$ cat src/rtl/cbus_sram_bridge.sv
`default_nettype none
// ----------------------------------------------------------------------------
// cbus_sram_bridge: CBus burst requests onto a single-port SRAM plus a timer.
// Rev 1.0
// ----------------------------------------------------------------------------
module cbus_sram_bridge #(
  parameter int unsigned DATA_W     = 64,
  parameter logic [63:0] MEM_BASE   = 64'h8000_0000,
  parameter int unsigned MEM_AW     = 28,
  parameter int unsigned LATENCY    = 0,
  parameter logic [63:0] TIMER_ADDR = 64'h3800_bff8,
  parameter int unsigned TICK_DIV   = 10000
) (
  input  logic                clk,
  input  logic                reset,
  input  logic                req_valid,
  input  logic                req_is_write,
  input  logic [63:0]         req_addr,
  input  logic [2:0]          req_size,
  input  logic [7:0]          req_len,
  input  logic [1:0]          req_burst,
  input  logic [DATA_W/8-1:0] req_strobe,
  input  logic [DATA_W-1:0]   req_data,
  output logic                resp_ready,
  output logic                resp_last,
  output logic                resp_err,
  output logic [DATA_W-1:0]   resp_data,
  output logic [63:0]         sram_idx,
  input  logic [DATA_W-1:0]   sram_rdata,
  output logic [DATA_W-1:0]   sram_wdata,
  output logic [DATA_W-1:0]   sram_wmask,
  output logic                sram_wen,
  output logic                sram_en
);

  localparam int unsigned c_SHIFT     = $clog2(DATA_W / 8);
  localparam logic [9:0]  c_WAIT_LAST = (LATENCY > 0) ? 10'(LATENCY - 1) : 10'd0;
  localparam logic [31:0] c_PRE_LAST  = 32'(TICK_DIV - 1);

  localparam logic [1:0] c_S_IDLE = 2'd0;
  localparam logic [1:0] c_S_WAIT = 2'd1;
  localparam logic [1:0] c_S_BEAT = 2'd2;

  logic [1:0]  state_q, state_d;
  logic [7:0]  k_q, k_d;
  logic [9:0]  wait_q, wait_d;
  logic [31:0] pre_q, pre_d;
  logic [63:0] timer_q, timer_d;

  logic        w_in_beat;
  logic        w_len_ok;
  logic        w_err;
  logic [63:0] w_step;
  logic [63:0] w_wrap_mask;
  logic [63:0] w_beat_addr;
  logic [63:0] w_off;
  logic        w_in_win;
  logic        w_is_timer;
  logic        w_timer_wr;
  logic        w_tick;
  logic [63:0] w_timer_wr_val;

  // Request fields are not latched: the requester holds them for the whole burst.
  assign w_in_beat = (state_q == c_S_BEAT) && req_valid;

  always_comb begin
    case (req_len)
      8'd1, 8'd3, 8'd7, 8'd15: w_len_ok = 1'b1;
      default:                 w_len_ok = 1'b0;
    endcase
  end

  assign w_err = (req_burst == 2'd3) ||
                 ((req_burst != 2'd0) && (req_size != 3'(c_SHIFT))) ||
                 ((req_burst == 2'd2) && !w_len_ok);

  assign w_step      = 64'(k_q) << c_SHIFT;
  assign w_wrap_mask = ((64'(req_len) + 64'd1) << c_SHIFT) - 64'd1;

  always_comb begin
    case (req_burst)
      2'd1:    w_beat_addr = req_addr + w_step;
      2'd2:    w_beat_addr = (req_addr & ~w_wrap_mask) | ((req_addr + w_step) & w_wrap_mask);
      default: w_beat_addr = req_addr;
    endcase
  end

  // Addresses below MEM_BASE underflow to huge offsets and fall outside the window.
  assign w_off      = w_beat_addr - MEM_BASE;
  assign w_in_win   = (w_off >> MEM_AW) == 64'd0;
  assign w_is_timer = (w_beat_addr == TIMER_ADDR);

  assign resp_ready = w_in_beat;
  assign resp_last  = w_in_beat && (k_q == req_len);
  assign resp_err   = w_in_beat && w_err;
  assign sram_en    = w_in_beat;
  assign sram_wen   = w_in_beat && req_is_write && !w_err && w_in_win && !reset;
  assign sram_idx   = w_off >> c_SHIFT;
  assign sram_wdata = req_data;

  for (genvar i = 0; i < DATA_W / 8; i++) begin : g_wmask
    assign sram_wmask[i*8 +: 8] = {8{req_strobe[i]}};
  end

  always_comb begin
    resp_data = '0;
    if (w_in_beat && !w_err) begin
      if (w_in_win)        resp_data = sram_rdata;
      else if (w_is_timer) resp_data = DATA_W'(timer_q);
    end
  end

  assign w_timer_wr = w_in_beat && req_is_write && !w_err && w_is_timer && !reset;
  assign w_tick     = (pre_q == c_PRE_LAST);

  always_comb begin
    w_timer_wr_val = timer_q;
    for (int i = 0; i < 8; i++) begin
      if (req_strobe[i]) w_timer_wr_val[i*8 +: 8] = req_data[i*8 +: 8];
    end
  end

  // A software write overrides a tick landing in the same cycle.
  always_comb begin
    pre_d   = w_tick ? 32'd0 : pre_q + 32'd1;
    timer_d = timer_q;
    if (w_timer_wr)  timer_d = w_timer_wr_val;
    else if (w_tick) timer_d = timer_q + 64'd1;
  end

  always_comb begin
    state_d = state_q;
    k_d     = k_q;
    wait_d  = wait_q;
    case (state_q)
      c_S_IDLE: begin
        if (req_valid) begin
          if (LATENCY > 0) begin
            state_d = c_S_WAIT;
            wait_d  = 10'd0;
          end else begin
            state_d = c_S_BEAT;
            k_d     = 8'd0;
          end
        end
      end
      c_S_WAIT: begin
        if (!req_valid) begin
          state_d = c_S_IDLE;
        end else if (wait_q == c_WAIT_LAST) begin
          state_d = c_S_BEAT;
          k_d     = 8'd0;
        end else begin
          wait_d = wait_q + 10'd1;
        end
      end
      c_S_BEAT: begin
        if (!req_valid || (k_q == req_len)) state_d = c_S_IDLE;
        else                                k_d     = k_q + 8'd1;
      end
      default: state_d = c_S_IDLE;
    endcase
  end

  always_ff @(posedge clk) begin
    if (reset) begin
      state_q <= c_S_IDLE;
      k_q     <= 8'd0;
      wait_q  <= 10'd0;
      pre_q   <= 32'd0;
      timer_q <= 64'd0;
    end else begin
      state_q <= state_d;
      k_q     <= k_d;
      wait_q  <= wait_d;
      pre_q   <= pre_d;
      timer_q <= timer_d;
    end
  end

endmodule
`default_nettype wire

$ cat config.mk
export PLATFORM = sky130hd
export DESIGN_NAME = cbus_sram_bridge
export DESIGN_NICKNAME = d
export VERILOG_FILES = /design/src/rtl/cbus_sram_bridge.sv
export SDC_FILE = /design/constraint.sdc
export NUM_CORES = 1
export LEC_CHECK = 0
export ABC_AREA = 1
export BUFFER_PORTS_ARGS = -buffer_cell sky130_fd_sc_hd__buf_2
export CORE_AREA = 3 3 185 187
export DETAILED_ROUTE_END_ITERATION = 10
export DIE_AREA = 0 0 188 190
export PLACE_DENSITY = 0.73
export SYNTH_ARGS = -nofsm -noshare
export SYNTH_HDL_FRONTEND = slang
export SYNTH_SLANG_ARGS = --single-unit
$ cat constraint.sdc
create_clock -name clk -period 7.6 [get_ports clk]
set_input_delay 0.76 -clock clk [delete_from_list [all_inputs] [get_ports clk]]
set_output_delay 0.76 -clock clk [all_outputs]
set_load 0.02 [all_outputs]
==> results by group, run 1 <==
Run status
  – Status: completed

Setup path
  – FF-to-FF End: timer_q[56]$_SDFFE_PP0P_
  – WS Path Type: primary input to output port
  – Setup crit start: req_burst[0]
  – Worst reg2reg path startpoint: k_q[0]$_SDFFE_PP0P_
  – CP max FO: 22
  – Startpoint types: primary input
  – R2R setup slack: between 1.5 and 2 ns
  – R2R depth: 25
  – Required time of the critical path: a little under 7 ns
  – CP endpoint kind: output port
  – CP arrival: 6.03 ns

CTS
  – CTS Buffer Depth: 2
  – Hold buffer count at cts: 0
  – CTS tree: yes
  – Clock sink count: approximately 110
  – Post-CTS Setup Bufs: 0
  – Gates resized, CTS repair: 0
  – Clk_lat worst skew: 0.37 ns
  – Clk slew on worst S/H paths: 0.07 ns
  – CTS buffer count: 9
  – H-tree levels: 3
  – Clk root buf: clkbuf_16

Pwr
  – Power share of the combinational group: around 41%
  – Sequential power share: around a third
  – Power Density: 96.4 mW/mm2
  – Internal power: 0.990 mW
  – Net Sw Power: between 0.7 and 0.8 mW
  – Clk pwr share: between 20 and 30%
  – Leakage: around 9.8 nW
  – Sw frac: roughly 43%
  – Worst vdd ir: 0.0917 mV

Layout
  – Core Util, Final: a little under three fifths
  – Area Overhead vs Synth: 13.0%
  – Most frequent cells in the layout: 982 x nand2_1, 474 x buf_2, 464 x inv_1
  – Filler instances: approximately 3500
  – Layout cells sized above 1: between 15 and 20%
  – Commonest non-fill, non-tap cell in the layout: nand2_1
  – Nets: approximately 3600
  – Layout Cells excl Fill: a little under 4000

GRT
  – Global-route wire length before repair: about 100 mm
  – Initial antenna violation count: 3
  – Global route overflow: 0
  – Number of global-route vias before repair: approximately 19000
  – Largest net degree at the start of global routing: 82
  – Global Route Usage Sum: a little over a third

Die
  – Core area: 0.0326 mm2
  – Initial core utilization: between 40% and 50%
  – I/O Pins: roughly 480
  – Rows: between 60 and 70
  – Die Area: ~0.036 mm2
  – Die height: 190 um
  – Die span in x: 188 um

Yosys
  – Post-Synthesis Mean Instance Area: 5.15 um2
  – Mapped Cells: between 3000 and 4000
  – Compound-cell area share of the yosys netlist: ~8.4%
  – Seq/Total Area, Yosys: 13.1%
  – Post-Synth Simple-Gate Area: between 50% and 60%
  – Primary FF master, synth: dfxtp_1
  – Largest family of logic cells by synthesized area: simple AND/OR/NAND/NOR gates
  – Post-Synth Adder-Cell Area: about 1.5%
  – Synth Area in XOR/XNOR: 3.65%
  – Number of synthesized register bits: 105
  – Mux share of post-synthesis cell area: 0%
  – Post-Synthesis Cell Area: ~0.016 mm2
  – Distinct cells, synth: 59
  – Synth warn: 0
  – Async set-reset flop share out of synthesis: 0%
  – Post-synth EDFFs: 0

Min path
  – Hold Crit Class: flop to flop
  – Hold Path Depth: 1
  – Hold EP: pre_q[0]$_SDFF_PP0_
  – Hold path start: pre_q[0]$_SDFF_PP0_

STA
  – Peak Freq: between 0.1 and 0.15 GHz
  – Worst Skew: 0.0166 ns
  – Setup TNS: 0 ns
  – Worst-Margin Slew: approximately 1.1 ns
  – Final setup violation count: 0
  – Post-route minimum period: 6.79 ns
  – Slew Limit Fails: 0
  – Fin crit share: between 80% and 90%
  – Unrepaired setup endpoints after global routing: false
  – Relative slew margins: between 20% and 30%
  – Final Hold Vio Count: 0

Route
  – Vias: about 21000
  – WL final: between 60 and 70 mm
  – First-pass detailed-route iteration total: 7
  – Number of remaining DRC errors: 0
  – Antenna Violating Nets Remaining: 0
  – Vias per Instance: around 5.5
  – Iteration-0 DRC Markers: ~2200
  – Drt wl/cell: 17.9 um

Placement
  – Placed cells: approximately 3800
  – I/O Buffers: about 470
  – GPL Wtd Cong: approximately 1.0
  – DP HPWL: roughly 56 mm

Flow run
  – Maxcap violations: 0
Yosys cell counts, types with 2 or more instances:
library cell | number | share of area (%)
nand2_1 | 982 | 23
inv_1 | 466 | 11
nor2_1 | 420 | 9.8
nand3_1 | 329 | 10
buf_4 | 133 | 6.2
o21ai_0 | 119 | 3.7
dfxtp_1 | 105 | 13
a21oi_1 | 80 | 2.5
nand4_1 | 74 | 2.9
nor3_1 | 62 | 1.9
xor2_1 | 56 | 3.1
clkbuf_1 | 43 | 1.0
buf_2 | 37 | 1.2
nor4_1 | 31 | 1.2
ha_1 | 18 | 1.4
nor2_2 | 13 | 0.51
nand2_2 | 12 | 0.47
inv_2 | 11 | 0.26
nand3b_1 | 10 | 0.47
nor3b_1 | 10 | 0.47
buf_6 | 8 | 0.56
nand3_2 | 7 | 0.44
nor2_4 | 7 | 0.49
o211ai_1 | 7 | 0.33
or2_2 | 7 | 0.27
xnor2_1 | 7 | 0.38
clkinv_1 | 6 | 0.14
o21ai_1 | 6 | 0.19
o21bai_1 | 5 | 0.23
buf_1 | 4 | 0.094
o21ai_2 | 4 | 0.22
a31oi_1 | 3 | 0.12
o21bai_2 | 3 | 0.21
o22ai_1 | 3 | 0.12
and3_1 | 2 | 0.078
nand2_4 | 2 | 0.14
power by group through the flow:
stage | clock network, mW | registers, mW | logic [mW]
after floorplan | 0 | 0.566 | 0.458
after detailed placement | 0 | 0.567 | 0.691
after CTS | 0.492 | 0.554 | 0.693
final | 0.486 | 0.554 | 0.706
after global routing | 0.517 | 0.554 | 0.762
after global placement | 0 | 0.566 | 0.689
critical path, cell delays in order:
cell and delay [ns]:
buf_2 0.12, inv_1 0.08, ha_1 0.89, nor2_1 0.40, nor2_1 0.70, o211ai_1 0.18
nand2_1 0.14, nand3_1 0.08, nor2_1 0.13, nand2_1 0.07, nor2_1 0.23, nand3_1 0.12
nor2_1 0.14, nand3_1 0.07, nor2_1 0.23, nand4_1 0.19, nor2_4 0.46, buf_4 0.34
nand2_1 0.08, nand2_1 0.07, nand2_1 0.06, nor2_1 0.24, buf_2 0.23
cells by family (layout without fill, tap and decap cells):
group / after synthesis / count (layout)
adders and majority gates: 19 / 19
other: 1 / 5
DFF: 105 / 105
xor gates and xnor gates: 65 / 65
and+or+nand+nor: 1975 / 1975
buffers and inverters: 708 / 1004
AOI/OAI and AO/OA: 242 / 242
metrics by stage:
stage          hold WS (ns)  power, mW  worst slack, ns  instance area (um2)
2_1_floorplan         0.418       1.02             2.32                16000
4_1_cts               0.459       1.74             1.01                18100
5_1_grt               0.498       1.83            0.448                18100
3_3_place_gp          0.426       1.25             1.07                17800
3_5_place_dp          0.439       1.26             1.02                17800
6_report              0.458       1.75            0.807                18100
sequential cells by signal (all words and copies together), names as in the netlist:
register / cells
pre_q: 32
state_q: 1
k_q: 8
timer_q: 64
layout make-up:
class | instances | area [um2] | area share [%]
clock inverter | 7 | 81.3 | 0.449
tap | 442 | 553 | 3.05
multi-input combinational | 2304 | 10700 | 59.1
inverter | 483 | 1810 | 10.0
timing repair buffer | 505 | 2630 | 14.5
antenna | 2 | 5.00 | 0.0276
clock buffer | 9 | 225 | 1.24
sequential | 105 | 2100 | 11.6
how the worst max path moves through the flow:
stage	endpoint	slack [ns]	cells after the start
3_5_place_dp	resp_data[39]	1.02	23
6_report	resp_data[39]	0.81	23
4_1_cts	resp_data[39]	1.01	23
2_1_floorplan	resp_data[62]	2.32	31
5_1_grt	resp_data[54]	0.45	31
3_3_place_gp	resp_data[39]	1.07	23
layer usage:
metal / share of wire (%) / global-route usage (%) / up-vias
met3: 9.5 / 5.84 / 189
met1: 41 / 48.7 / 9451
met2: 44 / 59.0 / 1197
met5: 0.029 / 0 / -
li1: - / - / 10200
met4: 4.8 / 15.5 / 4
Note: power is estimated with default switching activity, not from simulation.
==> run 2, diff against run 1 <==
Settings changed: CELL_PAD_IN_SITES_DETAIL_PLACEMENT set to 0, CELL_PAD_IN_SITES_GLOBAL_PLACEMENT set to 2, CORE_AREA 3 3 185 187 to unset, CORE_ASPECT_RATIO set to 0.8, CORE_MARGIN set to 3, CORE_UTILIZATION set to 27, DIE_AREA 0 0 188 190 to unset, PLACE_DENSITY 0.73 to 0.84.
==> run 2 against run 1 <==
  * Count of clock-buffer cells in the layout is 2 higher
  * Non-clock buffer count rose by 8
  * Worst hold slack improved by 0.0061 ns
  * Sequential cell count unchanged
  * Clock skew decreased by 0.0059 ns
  * Via count shrank 4.7%
  * Total power is 3.1% higher
  * Die area grew 75%
  * Critical path depth is 6 higher
  * Routed wire length up 12%
  * Cell count up 8.7%
==> results by group, run 2 (synthesis gave the netlist of run 1 again) <==
Run status
  – Status: completed

Placement
  – Pre-CTS setup slack: roughly 1.0 ns
  – DP HPWL: roughly 63 mm
  – Placed cells: approximately 4200
  – GPL Wtd Cong: roughly 0.95
  – I/O Buffers: 474
  – Placed Area: ~0.018 mm2

Die
  – I/O Pins: 478
  – Initial core utilization: a little over a quarter
  – Die Area: between 0.06 and 0.07 mm2
  – Die span in x: around 280 um
  – Core area: between 0.05 and 0.06 mm2
  – Rows: 79
  – Die height: 224 um

CTS
  – Post-CTS Setup Bufs: 0
  – CTS buffer count: 9
  – Clock sink count: between 100 and 150
  – Clk root buf: clkbuf_16
  – Hold buffer count at cts: 0
  – CTS tree: yes
  – Clk_lat worst skew: about 0.38 ns
  – H-tree levels: 3
  – Clk slew on worst S/H paths: approximately 0.080 ns
  – Gates resized, CTS repair: 0
  – CTS Buffer Depth: 2

Pwr
  – Sequential power share: a little under a third
  – Internal power: just over 1 mW
  – Power Density: 96.7 mW/mm2
  – Leakage: 9.88 nW
  – Sw frac: a little over two fifths
  – Clk pwr share: approximately 29%
  – Net Sw Power: 0.767 mW
  – Power share of the combinational group: 40.1%
  – Overall Power: approximately 1.8 mW
  – Worst vdd ir: about 0.097 mV

Setup path
  – CP max stage delay: approximately 0.5 ns
  – Critical Path Most Common Cell: nand2_1
  – CP arrival: 5.92 ns
  – Required time of the critical path: 6.84 ns
  – WS Path Type: flop to output port
  – Crit-path slowest cell: nor3_1
  – CP max FO: 40
  – Crit path max-delay family: simple AND/OR/NAND/NOR gates
  – Startpoint types: flop
  – CP endpoint kind: output port
  – Number of buffers and inverters on the critical path: 8
  – R2R setup slack: about 1.7 ns

Route
  – First-pass detailed-route iteration total: 8
  – Number of remaining DRC errors: 0
  – Vias: 20100
  – WL final: a little under 80 mm
  – Vias per Instance: roughly 4.8
  – Antenna Violating Nets Remaining: 0
  – Iteration-0 DRC Markers: ~1800
  – Drt wl/cell: around 18 um

Layout
  – Design area: around 0.019 mm2
  – Layout cells sized above 1: roughly 18%
  – Area Overhead vs Synth: 16.1%
  – Commonest non-fill, non-tap cell in the layout: nand2_1
  – Biggest regs: timer_q (64), pre_q (32), k_q (8)
  – Largest reg by FF count: timer_q
  – Largest register FFs: 64
  – Most frequent cells in the layout: 982 x nand2_1, 474 x buf_2, 465 x inv_1
  – Layout Cells excl Fill: ~4200
  – Nets: about 3700
  – Core Util, Final: 31.8%
  – Filler instances: between 6000 and 7000

GRT
  – Global route overflow: 0
  – Initial antenna violation count: 2
  – Largest net degree at the start of global routing: roughly 80
  – Number of global-route vias before repair: between 15000 and 20000
  – Global-route wire length before repair: ~110 mm
  – Global Route Usage Sum: a little under a quarter

STA
  – Final Hold Vio Count: 0
  – Relative slew margins: between 10% and 20%
  – Slew Limit Fails: 0
  – Fin crit share: between 80 and 90%
  – Worst Skew: roughly 0.011 ns
  – Setup TNS: 0 ns
  – Worst-Margin Slew: 1.32 ns
  – WHS: 0.464 ns
  – Final setup violation count: 0
  – Unrepaired setup endpoints after global routing: false
  – Post-route minimum period: ~6.7 ns
  – Peak Freq: roughly 0.15 GHz
  – Final worst slack: 0.922 ns

Flow run
  – Maxcap violations: 0

Min path
  – Hold Crit Class: flop to flop
run 2: power groups by stage:
stage	sequential, mW	combinational (mW)	clock [mW]
after floorplan	0.566	0.458	0
after CTS	0.553	0.715	0.536
after detailed placement	0.566	0.712	0
final	0.553	0.723	0.524
after global routing	0.554	0.782	0.554
after global placement	0.566	0.717	0
run 2: worst register-to-register path: stages (launching register included):
cell and delay [ns]:
dfxtp_1 0.46, ha_1 0.28, inv_1 0.07, fa_1 0.37, inv_1 0.12, nand2_1 0.10
nand2_1 0.10, nand2_1 0.10, o21ai_1 0.38, nand3_1 0.37, nand2_1 0.18, nand3_1 0.09
nand2_1 0.09, nand2_1 0.11, inv_2 0.12, nand2_1 0.08, nor2_1 0.13, nand2_1 0.16
nor3_1 0.63, nand4_1 0.27, nor2_2 0.37, nand3_4 0.11, buf_4 0.40, o21ai_2 0.56
a21oi_1 0.14
run 2: worst paths after layout:
path / start / to / cells past startpoint
max reg2reg: k_q[0]$_SDFFE_PP0P_ / timer_q[22]$_SDFFE_PP0P_ / 24
min reg2reg: pre_q[0]$_SDFF_PP0_ / pre_q[0]$_SDFF_PP0_ / 1
min: pre_q[0]$_SDFF_PP0_ / pre_q[0]$_SDFF_PP0_ / 1
max: k_q[0]$_SDFFE_PP0P_ / resp_data[5] / 29
run 2: final cells by class:
class / instances / area, um2 / share of cell area [%]
Clock inverter: 5 / 61.3 / 0.330
Sequential cell: 105 / 2100 / 11.3
Antenna cell: 2 / 5.00 / 0.0269
Multi-Input combinational cell: 2304 / 10700 / 57.5
Inverter: 483 / 1810 / 9.75
Timing Repair Buffer: 513 / 2700 / 14.5
Clock buffer: 11 / 253 / 1.36
Tap cell: 769 / 962 / 5.17
run 2: routing by layer:
| metal | wire length [um] | track usage (%) | up-vias | share of wire [%] |
|---|---|---|---|---|
| met3 | 7320 | 6.67 | 59 | 9.5 |
| met1 | 38900 | 36.1 | 8995 | 50 |
| met4 | 1050 | 3.61 | 4 | 1.4 |
| met2 | 30000 | 33.2 | 783 | 39 |
| met5 | 22 | 0 | - | 0.028 |
| li1 | - | - | 10200 | - |
